File: src/rtl/fetch_unit_if.sv
// Fetch-stage bus bundle: instruction-memory read handshake plus decode-side valid/stall.
// Latency: none (wires only).
// Backpressure: stall from decode, imem_resp from memory; fetch is the master of both.
interface fetch_unit_if;
    // instruction memory side
    logic        imem_read;
    logic [15:0] imem_address;
    logic        imem_resp;
    logic [15:0] imem_rdata;
    // control from later stages
    logic        redirect;
    logic [15:0] redirect_pc;
    logic        stall;
    // decode side
    logic        inst_valid;
    logic [15:0] inst;
    logic [15:0] inst_pc;
    logic [15:0] inst_pc_plus2;

    modport master (
        output imem_read, imem_address, inst_valid, inst, inst_pc, inst_pc_plus2,
        input  imem_resp, imem_rdata, redirect, redirect_pc, stall
    );

    modport slave (
        input  imem_read, imem_address, inst_valid, inst, inst_pc, inst_pc_plus2,
        output imem_resp, imem_rdata, redirect, redirect_pc, stall
    );
endinterface

File: src/rtl/fetch_unit.sv
// LC-3b instruction fetch: owns the PC, issues imem reads, feeds decode through an output slot plus one skid entry.
// Latency: imem_resp in cycle N gives inst_valid in N+1; one instruction per cycle with single-cycle memory.
// Backpressure: stall blocks consumption only; with both slots full fetching pauses (IDLE) until decode drains one.
module fetch_unit #(
    parameter logic [15:0] RESET_PC = 16'h0000
) (
    input  logic         clk,
    input  logic         reset,
    fetch_unit_if.master bus
);
    typedef enum logic [1:0] {S_IDLE, S_REQ, S_DRAIN} state_t;

    state_t      r_state;
    logic [15:0] r_pc;
    logic [15:0] r_req_addr;
    logic        r_inst_valid;
    logic [15:0] r_inst;
    logic [15:0] r_inst_pc;
    logic [15:0] r_inst_pc_plus2;
    logic        r_skid_valid;
    logic [15:0] r_skid_inst;
    logic [15:0] r_skid_pc;

    logic        w_consume;
    logic        w_to_out;
    logic [15:0] w_pc_plus2;
    logic [15:0] w_target;

    // decode takes the output slot this cycle
    assign w_consume  = r_inst_valid & ~bus.stall;
    // a response may land in the output slot only if it is free and nothing older waits in the skid
    assign w_to_out   = (~r_inst_valid | w_consume) & ~r_skid_valid;
    assign w_pc_plus2 = r_pc + 16'd2;
    assign w_target   = bus.redirect_pc & 16'hFFFE;

    assign bus.imem_read     = (r_state != S_IDLE);
    assign bus.imem_address  = r_req_addr;
    assign bus.inst_valid    = r_inst_valid;
    assign bus.inst          = r_inst;
    assign bus.inst_pc       = r_inst_pc;
    assign bus.inst_pc_plus2 = r_inst_pc_plus2;

    // PC, read sequencing and the two-slot output queue; redirect beats everything else
    always_ff @(posedge clk) begin
        if (reset) begin
            r_state         <= S_IDLE;
            r_pc            <= RESET_PC;
            r_req_addr      <= RESET_PC;
            r_inst_valid    <= 1'b0;
            r_inst          <= 16'h0000;
            r_inst_pc       <= 16'h0000;
            r_inst_pc_plus2 <= 16'h0002;
            r_skid_valid    <= 1'b0;
            r_skid_inst     <= 16'h0000;
            r_skid_pc       <= 16'h0000;
        end else if (bus.redirect) begin
            r_inst_valid <= 1'b0;
            r_skid_valid <= 1'b0;
            r_pc         <= w_target;
            if (r_state == S_IDLE || bus.imem_resp) begin
                // nothing left outstanding: start the target read right away
                r_state    <= S_REQ;
                r_req_addr <= w_target;
            end else begin
                // a read is in flight; keep its address and wait it out
                r_state <= S_DRAIN;
            end
        end else begin
            if (w_consume) begin
                if (r_skid_valid) begin
                    r_inst          <= r_skid_inst;
                    r_inst_pc       <= r_skid_pc;
                    r_inst_pc_plus2 <= r_skid_pc + 16'd2;
                    r_skid_valid    <= 1'b0;
                end else begin
                    r_inst_valid <= 1'b0;
                end
            end
            case (r_state)
                S_IDLE: begin
                    if (!r_skid_valid || w_consume) begin
                        r_state    <= S_REQ;
                        r_req_addr <= r_pc;
                    end
                end
                S_REQ: begin
                    if (bus.imem_resp) begin
                        r_pc <= w_pc_plus2;
                        if (w_to_out) begin
                            r_inst          <= bus.imem_rdata;
                            r_inst_pc       <= r_req_addr;
                            r_inst_pc_plus2 <= r_req_addr + 16'd2;
                            r_inst_valid    <= 1'b1;
                            r_req_addr      <= w_pc_plus2;
                        end else begin
                            // output busy: park in the skid and stop fetching until it drains
                            r_skid_inst  <= bus.imem_rdata;
                            r_skid_pc    <= r_req_addr;
                            r_skid_valid <= 1'b1;
                            r_state      <= S_IDLE;
                        end
                    end
                end
                S_DRAIN: begin
                    // stale data is dropped; the redirect target is fetched next
                    if (bus.imem_resp) begin
                        r_state    <= S_REQ;
                        r_req_addr <= r_pc;
                    end
                end
                default: r_state <= S_IDLE;
            endcase
        end
    end
endmodule

File: src/flat_wrapper.sv
// flat-port wrapper written by rule: the top's interface ports become plain ports
module fetch_unit_flat 
#(
    parameter logic [15:0] RESET_PC = 16'h0000
)
  (clk, reset, bus_imem_read, bus_imem_address, bus_inst_valid, bus_inst, bus_inst_pc, bus_inst_pc_plus2, bus_imem_resp, bus_imem_rdata, bus_redirect, bus_redirect_pc, bus_stall);
  fetch_unit_if bus_i ();
  input  logic clk;
  input  logic reset;
  output wire logic [$bits(bus_i.imem_read)-1:0] bus_imem_read;
  output wire logic [$bits(bus_i.imem_address)-1:0] bus_imem_address;
  output wire logic [$bits(bus_i.inst_valid)-1:0] bus_inst_valid;
  output wire logic [$bits(bus_i.inst)-1:0] bus_inst;
  output wire logic [$bits(bus_i.inst_pc)-1:0] bus_inst_pc;
  output wire logic [$bits(bus_i.inst_pc_plus2)-1:0] bus_inst_pc_plus2;
  input wire logic [$bits(bus_i.imem_resp)-1:0] bus_imem_resp;
  input wire logic [$bits(bus_i.imem_rdata)-1:0] bus_imem_rdata;
  input wire logic [$bits(bus_i.redirect)-1:0] bus_redirect;
  input wire logic [$bits(bus_i.redirect_pc)-1:0] bus_redirect_pc;
  input wire logic [$bits(bus_i.stall)-1:0] bus_stall;
  assign bus_imem_read = bus_i.imem_read;
  assign bus_imem_address = bus_i.imem_address;
  assign bus_inst_valid = bus_i.inst_valid;
  assign bus_inst = bus_i.inst;
  assign bus_inst_pc = bus_i.inst_pc;
  assign bus_inst_pc_plus2 = bus_i.inst_pc_plus2;
  assign bus_i.imem_resp = bus_imem_resp;
  assign bus_i.imem_rdata = bus_imem_rdata;
  assign bus_i.redirect = bus_redirect;
  assign bus_i.redirect_pc = bus_redirect_pc;
  assign bus_i.stall = bus_stall;
  fetch_unit #(.RESET_PC(RESET_PC)) u_core (.clk(clk), .reset(reset), .bus(bus_i));
endmodule
File: config.mk
export PLATFORM = sky130hd
export DESIGN_NAME = fetch_unit_flat
export DESIGN_NICKNAME = d
export VERILOG_FILES = /design/src/rtl/fetch_unit_if.sv /design/src/rtl/fetch_unit.sv /design/src/flat_wrapper.sv
export SDC_FILE = /design/constraint.sdc
export NUM_CORES = 1
export LEC_CHECK = 0
export BUFFER_PORTS_ARGS = -buffer_cell sky130_fd_sc_hd__buf_2
export CAP_MARGIN = 5
export CORE_MARGIN = 1.5
export CORE_UTILIZATION = 30
export CTS_BUF_LIST = sky130_fd_sc_hd__clkbuf_4
export CTS_CLUSTER_DIAMETER = 40
export DETAILED_ROUTE_END_ITERATION = 16
export HOLD_SLACK_MARGIN = 0.12
export PLACE_DENSITY = 0.55
export SYNTH_ARGS = -nofsm -noshare
export SYNTH_HDL_FRONTEND = slang
export SYNTH_SLANG_ARGS = --single-unit
File: constraint.sdc
create_clock -name clk -period 2.9 [get_ports clk]
set_input_delay 0.145 -clock clk [delete_from_list [all_inputs] [get_ports clk]]
set_output_delay 0.145 -clock clk [all_outputs]
set_load 0.005 [all_outputs]
==> reports/summary.txt, run 1 <==
FLOORPLANNING
-----------------------------------------------------------------------------------------
Die footprint                                                                  20300 um^2
Effective utilization at floorplan                                                  0.309
Area of the core region                                                        18900 um^2
Height of the die                                                                  142 um
Horizontal extent of the die                                                       142 um
Ports placed on the boundary                                                          103
Placement Rows                                                                         50

SETUP PATH
-----------------------------------------------------------------------------------------
Buf+Inv Stages, Crit Path                                                               2
Series of cell instances along the critical path                             ha_1 -> nand3_1 -> buf_4 -> or3_1 -> a311oi_1 -> dlygate4sd3_1
Stage delay of the slowest cell on the critical path                              0.58 ns
Critical setup path kind                                                     flip-flop to flip-flop
CP Capture Type                                                                 flip-flop
Arrival time reported for the critical path endpoint                              2.69 ns
Family of cells with the greatest summed delay on the critical path          buffers and inverters
Critical Path Source Type                                                       flip-flop
Required time worst endpoint                                                      3.38 ns
Depth of the worst register-to-register path                                            6
Slowest library cell on the worst path                                       sky130_fd_sc_hd__dlygate4sd3_1
CP max FO                                                                              12
Levels on crit path                                                                     6

TIMING
-----------------------------------------------------------------------------------------
Max_slew headroom                                                                   0.470
RSZ-0062 raised after global routing                                                   no
Tmin final                                                                        2.21 ns
Fraction of the cycle the final worst path needs                                    0.763
Final number of hold-violating endpoints                                                0
Transition time at the pin with the least slew margin                            0.788 ns
Final number of max-transition violations                                               0
Final number of setup-violating endpoints                                               0
Fin Hold WS                                                                      0.402 ns
Final worst clock skew                                                          0.0215 ns
Accumulated negative setup slack                                                     0 ns
Highest achievable clock rate                                                     452 MHz

FINISH
-----------------------------------------------------------------------------------------
Final core area utilization                                                         0.383
Layout overhead on the synthesized area                                             23.9%
Proportion of layout cells with a drive suffix above 1                              0.190
Filler Cell Count                                                                    2044
Layout net count                                                                      889

POWER
-----------------------------------------------------------------------------------------
Overall Power                                                                   0.00362 W
Pwr per Cell Area                                                             501 nW/um^2
Maximum vdd ir drop                                                                281 uV
Standby leakage power                                                             2.78 nW

CLOCK TREE
-----------------------------------------------------------------------------------------
Total CTS buffers                                                                      17
Clock tree from TritonCTS                                                            done
CTS Sinks                                                                             113
Clk Latency, worst-skew pair                                                      0.55 ns
Buffers from clock root to sink, at most                                                2
Clock Root Buffer                                                            sky130_fd_sc_hd__clkbuf_4
Clock slew at the register clock pins of the worst setup and hold paths           0.12 ns
CTS H-Tree Depth                                                                        4
Number of setup buffers added after CTS                                                 0

GLOBAL ROUTING
-----------------------------------------------------------------------------------------
Wire length of the first global-routing pass                                      28.8 mm
Pin count of the biggest net entering global routing                                   52
Number of global-route vias before repair                                            5393
Overall overflow remaining after global route                                           0
Number of antenna violations at the first check in global routing                       1
GR Util All Layers                                                                  0.182

SYNTH
-----------------------------------------------------------------------------------------
Post-synth design cell area                                                     5830 um^2
Yosys warning total                                                                     0
Number of synthesized flops with an enable pin                                          0
Number of unique standard cell types used by synthesis                                 68
Flip-flop and latch count after synthesis                                             113
Post-synth top flop                                                          sky130_fd_sc_hd__dfxtp_1
Seq/Total Area, Yosys                                                               0.388
Mapped Cells                                                                          741
Post-synthesis area per instance                                                7.87 um^2
Proportion of register bits with asynchronous set or reset after synthesis              0
Syn nets                                                                              781

PLACED DESIGN
-----------------------------------------------------------------------------------------
Global placement routability congestion                                             0.837
Count of port buffers added during placement                                          100
Total half-perimeter wirelength after legalization and detailed placement         12.1 mm

DETAILED ROUTING
-----------------------------------------------------------------------------------------
Detailed Route WL                                                                 18.1 mm
Average detailed-routed wire length per instance                                  16.2 um
Remaining design rule violation count                                                   0
Violation count after the first detailed-route iteration                              404
Via density per instance                                                             5.10
Iteration count of the initial detailed-routing pass                                    5
Detail Route Antenna Nets                                                               0
Via count of the routed design                                                       5730

OUTCOME
-----------------------------------------------------------------------------------------
Status                                                                       complete, no violations

MIN PATH
-----------------------------------------------------------------------------------------
Hold Crit Depth                                                                         4
Worst hold path type                                                         input port to flip-flop

RUN
-----------------------------------------------------------------------------------------
Max-cap viol count                                                                      0

cells in the mapped netlist, types with 4 or more instances:
cell                          n  area share
sky130_fd_sc_hd__buf_2       14       0.012
sky130_fd_sc_hd__nand4_1      8      0.0086
sky130_fd_sc_hd__dfxtp_1    113        0.39
sky130_fd_sc_hd__nor2_1      87       0.056
sky130_fd_sc_hd__nand3_1     18       0.015
sky130_fd_sc_hd__nor3_1      29       0.025
sky130_fd_sc_hd__nor4_1      10       0.011
sky130_fd_sc_hd__xnor2_1     23       0.035
sky130_fd_sc_hd__nand2b_1    14       0.015
sky130_fd_sc_hd__o21ai_0     20       0.017
sky130_fd_sc_hd__o21ai_1      6      0.0051
sky130_fd_sc_hd__buf_1        9      0.0058
sky130_fd_sc_hd__o22a_1      10       0.015
sky130_fd_sc_hd__a21boi_0     6      0.0077
sky130_fd_sc_hd__a21oi_1     58       0.050
sky130_fd_sc_hd__buf_4        4      0.0051
sky130_fd_sc_hd__inv_1       18       0.012
sky130_fd_sc_hd__o2111ai_1   11       0.017
sky130_fd_sc_hd__a211oi_1    23       0.030
sky130_fd_sc_hd__xor2_1      26       0.039
sky130_fd_sc_hd__a2bb2oi_1    4      0.0060
sky130_fd_sc_hd__clkbuf_1    33       0.021
sky130_fd_sc_hd__nand2_1     95       0.061
sky130_fd_sc_hd__a22oi_1      6      0.0077
sky130_fd_sc_hd__or3_1        4      0.0043
sky130_fd_sc_hd__o22ai_1     24       0.026
sky130_fd_sc_hd__a31oi_1      4      0.0043
metrics by stage:
stage | instances | instance area (um^2) | worst slack, ns
after detailed placement | 1052 | 6490 | 0.849
after floorplan | 741 | 5830 | 1.17
after global placement | 1052 | 6490 | 0.855
after CTS | 1122 | 7220 | 0.721
final | 1123 | 7230 | 0.687
after global routing | 1123 | 7230 | 0.560
final timing paths:
check / start / to / slack, ns
max: u_core.r_pc[1]$_SDFFE_PP0P_ / u_core.r_pc[5]$_SDFFE_PP0P_ / 0.69
min: bus_imem_rdata[8] / u_core.r_skid_inst[8]$_SDFFE_PP0P_ / 0.40
max reg2reg: u_core.r_pc[1]$_SDFFE_PP0P_ / u_core.r_pc[5]$_SDFFE_PP0P_ / 0.69
min reg2reg: u_core.bus.inst_pc_plus2[1]$_SDFFE_PP1N_ / u_core.bus.inst_pc_plus2[1]$_SDFFE_PP1N_ / 0.45
worst reg2reg max path, cell delays in order (launching register included):
cell and delay [ns]:
sky130_fd_sc_hd__dfxtp_1 0.49, sky130_fd_sc_hd__ha_1 0.25, sky130_fd_sc_hd__nand3_1 0.09, sky130_fd_sc_hd__buf_4 0.19, sky130_fd_sc_hd__or3_1 0.31, sky130_fd_sc_hd__a311oi_1 0.26, sky130_fd_sc_hd__dlygate4sd3_1 0.58
where the power goes:
group / switching (W) / total, W / internal (W)
registers: 0.0000962 / 0.00171 / 0.00162
clock network: 0.000655 / 0.00145 / 0.000791
logic: 0.000249 / 0.000457 / 0.000208
total: 0.00100 / 0.00362 / 0.00262
routing by layer:
layer | global-route usage | share of wire
met1 | 0.256 | 0.49
met2 | 0.271 | 0.45
met3 | 0.0410 | 0.045
met4 | 0.0640 | 0.019
met5 | 0 | 0
cells in the final DEF, fill, tap and decap left out, types with 4 or more instances in the layout:
cell / netlist / final
sky130_fd_sc_hd__buf_4: 4 / 14
sky130_fd_sc_hd__o22ai_1: 24 / 24
sky130_fd_sc_hd__xor2_1: 26 / 26
sky130_fd_sc_hd__bufinv_16: 0 / 5
sky130_fd_sc_hd__a211oi_1: 23 / 23
sky130_fd_sc_hd__o21ai_1: 6 / 6
sky130_fd_sc_hd__nand2b_1: 14 / 14
sky130_fd_sc_hd__inv_1: 18 / 18
sky130_fd_sc_hd__o21ai_0: 20 / 20
sky130_fd_sc_hd__a21oi_1: 58 / 58
sky130_fd_sc_hd__clkinvlp_4: 0 / 5
sky130_fd_sc_hd__clkbuf_4: 0 / 19
sky130_fd_sc_hd__nand2_1: 95 / 95
sky130_fd_sc_hd__dlygate4sd3_1: 0 / 38
sky130_fd_sc_hd__nor4_1: 10 / 10
sky130_fd_sc_hd__a21boi_0: 6 / 6
sky130_fd_sc_hd__a31oi_1: 4 / 4
sky130_fd_sc_hd__dfxtp_1: 113 / 113
sky130_fd_sc_hd__nand4_1: 8 / 8
sky130_fd_sc_hd__nor2_1: 87 / 87
sky130_fd_sc_hd__o22a_1: 10 / 10
sky130_fd_sc_hd__nor3_1: 29 / 28
sky130_fd_sc_hd__xnor2_1: 23 / 23
sky130_fd_sc_hd__nand3_1: 18 / 18
sky130_fd_sc_hd__or3_1: 4 / 4
sky130_fd_sc_hd__o2111ai_1: 11 / 11
sky130_fd_sc_hd__a22oi_1: 6 / 6
sky130_fd_sc_hd__buf_2: 14 / 99
sky130_fd_sc_hd__a2bb2oi_1: 4 / 4
layout make-up:
cell class	count	area, um^2	share of cell area
Tap cell	260	325	0.0450
Timing Repair Buffer	151	981	0.136
Antenna cell	1	2.50	0.000346
Clock buffer	19	143	0.0197
Multi-Input combinational cell	547	3230	0.447
Clock inverter	13	210	0.0291
Sequential cell	113	2260	0.313
Inverter	19	71.3	0.00987
flip-flops by register name, indices dropped and copies added, names as in the netlist:
| signal | count |
|---|---|
| u_core.r_pc | 15 |
| u_core.bus.imem_address | 15 |
| u_core.bus.inst_pc | 16 |
| u_core.r_state | 2 |
| u_core.bus.inst_pc_plus2 | 16 |
| u_core.r_skid_pc | 15 |
| u_core.r_skid_valid | 1 |
| u_core.bus.inst | 16 |
| u_core.r_skid_inst | 16 |
| u_core.bus.inst_valid | 1 |
kinds of logic after synthesis:
family,Yosys count,synth area share
mux,1,0.00172
compound gates,200,0.228
flops,113,0.388
simple gates,293,0.241
buf+inv,81,0.0603
other cells,1,0.000643
xor+xnor,49,0.0736
fa+ha+maj,3,0.00644
timing repair:
item                                   4_1_cts  5_1_grt
endpoints found under the hold margin       65        0
resized for setup                            0        0
hold buffers                                38        0
(Power assumes the default switching activity.)
==> run 2, diff against run 1 <==
Clock period 2.9 ns to 2.1 ns, I/O delays scaled along.
==> reports/summary.txt, run 2 (synthesis gave the netlist of run 1 again) <==
OUTCOME
----------------------------------------------------------------------------------------
Status                                                                      complete, no violations   unchanged

FINISH
----------------------------------------------------------------------------------------
Filler Cell Count                                                                   2043   was 2044
Final instance area                                                            7450 um^2   was 7230 um^2
Layout overhead on the synthesized area                                            27.8%   was 23.9%
Multi-input gate area in the final layout                                      3240 um^2   was 3230 um^2
Proportion of layout cells with a drive suffix above 1                             0.214   was 0.190
Layout net count                                                                     914   was 889
FF+latch area                                                                  2260 um^2   unchanged
Most frequent cells in the layout                                           sky130_fd_sc_hd__dfxtp_1 (113), sky130_fd_sc_hd__buf_2 (99), sky130_fd_sc_hd__nand2_1 (95)   unchanged
Most common cell after layout, fill and taps aside                          sky130_fd_sc_hd__dfxtp_1   unchanged

CLOCK TREE
----------------------------------------------------------------------------------------
Buffers from clock root to sink, at most                                               2   unchanged
Clock Root Buffer                                                           sky130_fd_sc_hd__clkbuf_4   unchanged
CTS H-Tree Depth                                                                       4   unchanged
Total CTS buffers                                                                     17   unchanged
CTS Sinks                                                                            113   unchanged
Clk Latency, worst-skew pair                                                     0.54 ns   was 0.55 ns
Clock tree from TritonCTS                                                           done   unchanged
Clock slew at the register clock pins of the worst setup and hold paths          0.12 ns   about the same

SETUP PATH
----------------------------------------------------------------------------------------
Arrival time reported for the critical path endpoint                             2.47 ns   was 2.69 ns
Slowest library cell on the worst path                                      sky130_fd_sc_hd__dlygate4sd3_1   unchanged
CP Capture Type                                                                flip-flop   unchanged
Reg2Reg Setup Slack                                                              0.19 ns   was 0.69 ns
Required time worst endpoint                                                     2.59 ns   was 3.38 ns
Critical Path Source Type                                                     input port   was flip-flop
CP max FO                                                                             10   was 12
Worst Setup SP                                                              bus_redirect   was u_core.r_pc[1]$_SDFFE_PP0P_
Critical setup path kind                                                    input port to flip-flop   was flip-flop to flip-flop
Startpoint of the worst-slack reg-to-reg timing path                        u_core.r_skid_pc[1]$_SDFFE_PP0P_   was u_core.r_pc[1]$_SDFFE_PP0P_
Cell seen most often among critical-path stages                             sky130_fd_sc_hd__dlygate4sd3_1
Stage delay of the slowest cell on the critical path                             0.59 ns   was 0.58 ns
Series of cell instances along the critical path                            dlygate4sd3_1 -> buf_2 -> or2_2 -> dlygate4sd3_1 -> a21oi_1 -> dlygate4sd3_1   was ha_1 -> nand3_1 -> buf_4 -> or3_1 -> a311oi_1 -> dlygate4sd3_1

FLOORPLANNING
----------------------------------------------------------------------------------------
Placement Rows                                                                        50   unchanged
Area of the core region                                                       18900 um^2   unchanged
Horizontal extent of the die                                                      142 um   unchanged
Height of the die                                                                 142 um   unchanged
Die footprint                                                                 20300 um^2   unchanged
Ports placed on the boundary                                                         103   unchanged
Effective utilization at floorplan                                                 0.309   unchanged

TIMING
----------------------------------------------------------------------------------------
Final number of setup-violating endpoints                                              0   unchanged
Final number of hold-violating endpoints                                               0   unchanged
Max_slew headroom                                                                  0.599   was 0.470
Highest achievable clock rate                                                    504 MHz
Tmin final                                                                       1.98 ns
Final worst clock skew                                                         0.0269 ns   was 0.0215 ns
Final number of max-transition violations                                              0   unchanged
RSZ-0062 raised after global routing                                                  no   unchanged
Fraction of the cycle the final worst path needs                                   0.945
Transition time at the pin with the least slew margin                           0.602 ns   was 0.788 ns
Accumulated negative setup slack                                                    0 ns   unchanged

DETAILED ROUTING
----------------------------------------------------------------------------------------
Detailed Route WL                                                                18.4 mm   was 18.1 mm
Via count of the routed design                                                      5797   was 5730
Iteration count of the initial detailed-routing pass                                   5   unchanged
Violation count after the first detailed-route iteration                             388   was 404
Detail Route Antenna Nets                                                              0   unchanged
Average detailed-routed wire length per instance                                 16.1 um   was 16.2 um
Via density per instance                                                            5.05   was 5.10
Remaining design rule violation count                                                  0   unchanged

POWER
----------------------------------------------------------------------------------------
Maximum vdd ir drop                                                               318 uV   was 281 uV
Pwr per Cell Area                                                            657 nW/um^2   was 501 nW/um^2
Standby leakage power                                                            2.91 nW   was 2.78 nW

GLOBAL ROUTING
----------------------------------------------------------------------------------------
Number of antenna violations at the first check in global routing                      1   unchanged
GR Util All Layers                                                                 0.187   was 0.182
Number of global-route vias before repair                                           5331   was 5393
Overall overflow remaining after global route                                          0   unchanged
Pin count of the biggest net entering global routing                                 114   was 52
Wire length of the first global-routing pass                                     29.3 mm   was 28.8 mm

RUN
----------------------------------------------------------------------------------------
Max-cap viol count                                                                     0   unchanged

PLACED DESIGN
----------------------------------------------------------------------------------------
Placed standard-cell area                                                      6750 um^2   was 6490 um^2
Global placement routability congestion                                            0.876   was 0.837
Total half-perimeter wirelength after legalization and detailed placement        12.5 mm   was 12.1 mm
Count of port buffers added during placement                                         100   unchanged

MIN PATH
----------------------------------------------------------------------------------------
Worst hold path type                                                        input port to flip-flop   unchanged
Origin of the worst min-delay path                                             bus_stall   was bus_imem_rdata[8]

[run 2: what timing repair did]
item                       4_1_cts  5_1_grt
setup buffers                    0        0
hold endpoints to repair        70        0
hold buffers                    37        0
resized for setup                0        2
setup endpoints to repair        0        7
[run 2: metrics by stage]
step | utilization | hold slack [ns] | total power, W | instances | worst slack, ns
after floorplan | - | 0.241 | 0.00275 | 741 | 0.366
after global placement | 0.357 | 0.360 | 0.00304 | 1078 | 0.206
after detailed placement | 0.357 | 0.366 | 0.00304 | 1078 | 0.154
after CTS | 0.394 | 0.128 | 0.00496 | 1146 | 0.126
after global routing | 0.395 | 0.221 | 0.00513 | 1147 | 0.0684
final | 0.395 | 0.187 | 0.00489 | 1147 | 0.116
[run 2: worst paths after layout]
kind | to | cells after the start
worst max register to register | u_core.bus.inst_pc_plus2[15]$_SDFFE_PP0N_ | 7
worst min register to register | u_core.r_skid_inst[13]$_SDFFE_PP0P_ | 2
worst max-delay path | u_core.bus.inst_valid$_SDFF_PP0_ | 6
worst min-delay path | u_core.r_state[0]$_SDFFE_PP0P_ | 5
[run 2: critical path: cells and delay by family]
kind	cells	cell delay (ns)
AOI/OAI and AO/OA	1	0.12
buffers and inverters	4	1.89
and+or+nand+nor	1	0.35
[run 2: power breakdown]
part	total (W)	switching [W]	leakage [nW]	internal (W)
combinational	0.000701	0.000378	1.83	0.000323
clock	0.00185	0.000899	0.158	0.000952
sequential	0.00234	0.000106	0.922	0.00224
[run 2: layer usage]
layer | global-route usage | vias to the layer above | share of wire
li1 | - | 2891 | -
met1 | 0.262 | 2727 | 0.48
met2 | 0.283 | 161 | 0.45
met3 | 0.0370 | 18 | 0.054
met4 | 0.0635 | 0 | 0.012
met5 | 0 | - | 0
[run 2: layout make-up]
cell class / count / share of cell area
Antenna cell: 1 / 0.000336
Clock buffer: 18 / 0.0181
Clock inverter: 13 / 0.0253
Inverter: 19 / 0.00957
Multi-Input combinational cell: 547 / 0.435
Sequential cell: 113 / 0.304
Tap cell: 260 / 0.0436
Timing Repair Buffer: 176 / 0.165
==> run 3, diff against run 2 <==
Settings changed: PLACE_DENSITY 0.55 to default.
==> reports/summary.txt, run 3 (synthesis gave the netlist of run 1 again) <==
DETAILED ROUTING
----------------------------------------------------------------------------------------
Average detailed-routed wire length per instance                                 15.9 um   was 16.1 um
Via count of the routed design                                                      5848   was 5797
Detailed Route WL                                                                18.2 mm   was 18.4 mm
Remaining design rule violation count                                                  0   unchanged
Via density per instance                                                            5.09   was 5.05
Iteration count of the initial detailed-routing pass                                   5   unchanged
Violation count after the first detailed-route iteration                             439   was 388
Detail Route Antenna Nets                                                              0   unchanged

GLOBAL ROUTING
----------------------------------------------------------------------------------------
Number of antenna violations at the first check in global routing                      1   unchanged
GR Util All Layers                                                                 0.184   was 0.187
Number of global-route vias before repair                                           5372   was 5331
Pin count of the biggest net entering global routing                                 114   unchanged
Overall overflow remaining after global route                                          0   unchanged
Wire length of the first global-routing pass                                     29.0 mm   was 29.3 mm

FLOORPLANNING
----------------------------------------------------------------------------------------
Effective utilization at floorplan                                                 0.309   unchanged
Horizontal extent of the die                                                      142 um   unchanged
Die footprint                                                                 20300 um^2   unchanged
Placement Rows                                                                        50   unchanged
Height of the die                                                                 142 um   unchanged
Area of the core region                                                       18900 um^2   unchanged
Ports placed on the boundary                                                         103   unchanged

CLOCK TREE
----------------------------------------------------------------------------------------
Clock tree from TritonCTS                                                           done   unchanged
Number of gates given a new drive strength after cts                                   0   unchanged
CTS H-Tree Depth                                                                       4   unchanged
Clock slew at the register clock pins of the worst setup and hold paths          0.12 ns   about the same
Clk Latency, worst-skew pair                                                     0.55 ns   was 0.54 ns
CTS Sinks                                                                            113   unchanged
Total CTS buffers                                                                     17   unchanged
Clock Root Buffer                                                           sky130_fd_sc_hd__clkbuf_4   unchanged
Buffers from clock root to sink, at most                                               2   unchanged

POWER
----------------------------------------------------------------------------------------
Proportion of power drawn by combinational gates                                   0.145   was 0.143
Standby leakage power                                                            2.93 nW   was 2.91 nW
Share of power burned in registers                                                 0.474   was 0.478
Maximum vdd ir drop                                                               322 uV   was 318 uV
Switching part of the total power                                                  0.287   was 0.283
Power Internal                                                                 0.00352 W   was 0.00351 W
Reported net switching power                                                   0.00141 W   was 0.00138 W
Share of power burned in the clock network                                         0.381   was 0.378
Pwr per Cell Area                                                            661 nW/um^2   was 657 nW/um^2

SETUP PATH
----------------------------------------------------------------------------------------
Required time worst endpoint                                                     2.60 ns   was 2.59 ns
Critical setup path kind                                                    flip-flop to flip-flop   was input port to flip-flop
Critical Path Source Type                                                      flip-flop   was input port
Arrival time reported for the critical path endpoint                             2.49 ns   was 2.47 ns
CP max FO                                                                              8   was 10
CP Capture Type                                                                flip-flop   unchanged

TIMING
----------------------------------------------------------------------------------------
Tmin final                                                                       1.99 ns   was 1.98 ns
Accumulated negative setup slack                                                    0 ns   unchanged
Final worst clock skew                                                         0.0178 ns   was 0.0269 ns
Highest achievable clock rate                                                    503 MHz   was 504 MHz
Fraction of the cycle the final worst path needs                                   0.947   was 0.945
Final number of setup-violating endpoints                                              0   unchanged
Transition time at the pin with the least slew margin                           0.781 ns   was 0.602 ns
Final number of max-transition violations                                              0   unchanged
Final number of hold-violating endpoints                                               0   unchanged
RSZ-0062 raised after global routing                                                  no   unchanged
Max_slew headroom                                                                  0.475   was 0.599

MIN PATH
----------------------------------------------------------------------------------------
Worst hold path type                                                        input port to flip-flop   unchanged

FINISH
----------------------------------------------------------------------------------------
Final instance area                                                            7460 um^2   was 7450 um^2
Proportion of layout cells with a drive suffix above 1                             0.213   was 0.214
Most common cell after layout, fill and taps aside                          sky130_fd_sc_hd__dfxtp_1   unchanged
Most frequent cells in the layout                                           sky130_fd_sc_hd__dfxtp_1 (113), sky130_fd_sc_hd__buf_2 (99), sky130_fd_sc_hd__nand2_1 (95)   unchanged
Layout overhead on the synthesized area                                            27.9%   was 27.8%
Layout net count                                                                     916   was 914

PLACED DESIGN
----------------------------------------------------------------------------------------
Count of port buffers added during placement                                         100   unchanged
Total half-perimeter wirelength after legalization and detailed placement        12.5 mm   about the same
Global placement routability congestion                                            0.856   was 0.876
Placed standard-cell area                                                      6760 um^2   was 6750 um^2

OUTCOME
----------------------------------------------------------------------------------------
Status                                                                      complete, no violations   unchanged

RUN
----------------------------------------------------------------------------------------
Max-cap viol count                                                                     0   unchanged

run 3: cell type report:
cell class              instances  area (um^2)
diodes                          1         2.50
clock buffers                  18          135
clock inverters                13          186
fillers                      2048        11400
inverters                      19         71.3
multi-input cells             547         3230
flip-flops and latches        113         2260
well taps                     260          325
repair buffers                178         1250
run 3: timing repair:
action / in CTS / in global routing
buffers inserted: 0 / 0
hold endpoints to repair: 75 / 0
hold buffers: 38 / 0
run 3: power by group through the flow:
| stage | Clock [W] | Sequential [W] | Combinational [W] |
|---|---|---|---|
| 4_1_cts | 0.00191 | 0.00233 | 0.000716 |
| 5_1_grt | 0.00200 | 0.00235 | 0.000789 |
| 3_3_place_gp | 0 | 0.00238 | 0.000654 |
| 3_5_place_dp | 0 | 0.00238 | 0.000659 |
| 2_1_floorplan | 0 | 0.00237 | 0.000381 |
| 6_report | 0.00188 | 0.00234 | 0.000713 |
run 3: worst max-delay path: stages (launching register included):
cell,delay (ns)
sky130_fd_sc_hd__dfxtp_1,0.43
sky130_fd_sc_hd__buf_4,0.20
sky130_fd_sc_hd__nor2b_1,0.18
sky130_fd_sc_hd__nor3_1,0.67
sky130_fd_sc_hd__a22oi_1,0.14
sky130_fd_sc_hd__o32ai_1,0.17
sky130_fd_sc_hd__a31o_1,0.13
run 3: worst paths after layout:
kind | startpoint | end | slack (ns) | depth (start not counted)
max | u_core.r_state[0]$_SDFFE_PP0P_ | u_core.bus.inst_pc_plus2[4]$_SDFFE_PP0N_ | 0.11 | 6
min | bus_imem_rdata[6] | u_core.r_skid_inst[6]$_SDFFE_PP0P_ | 0.35 | 4
max reg2reg | u_core.r_state[0]$_SDFFE_PP0P_ | u_core.bus.inst_pc_plus2[4]$_SDFFE_PP0N_ | 0.11 | 6
min reg2reg | u_core.bus.inst_pc_plus2[1]$_SDFFE_PP1N_ | u_core.bus.inst_pc_plus2[1]$_SDFFE_PP1N_ | 0.46 | 2
run 3: metal layers:
layer	GRT usage	wire length [um]	up-vias
li1	-	-	2897
met1	0.255	8810	2774
met2	0.280	8200	156
met3	0.0384	921	21
met4	0.0651	281	0
met5	0	0	-
run 3: per-stage QoR:
step	util	instances	hold slack (ns)	total power, W	setup WS (ns)
4_1_cts	0.395	1148	0.307	0.00496	0.119
3_3_place_gp	0.358	1079	0.359	0.00304	0.212
3_5_place_dp	0.358	1079	0.365	0.00304	0.147
6_report	0.395	1149	0.345	0.00493	0.112
2_1_floorplan	-	741	0.241	0.00275	0.366
5_1_grt	0.395	1149	0.320	0.00514	0.000313
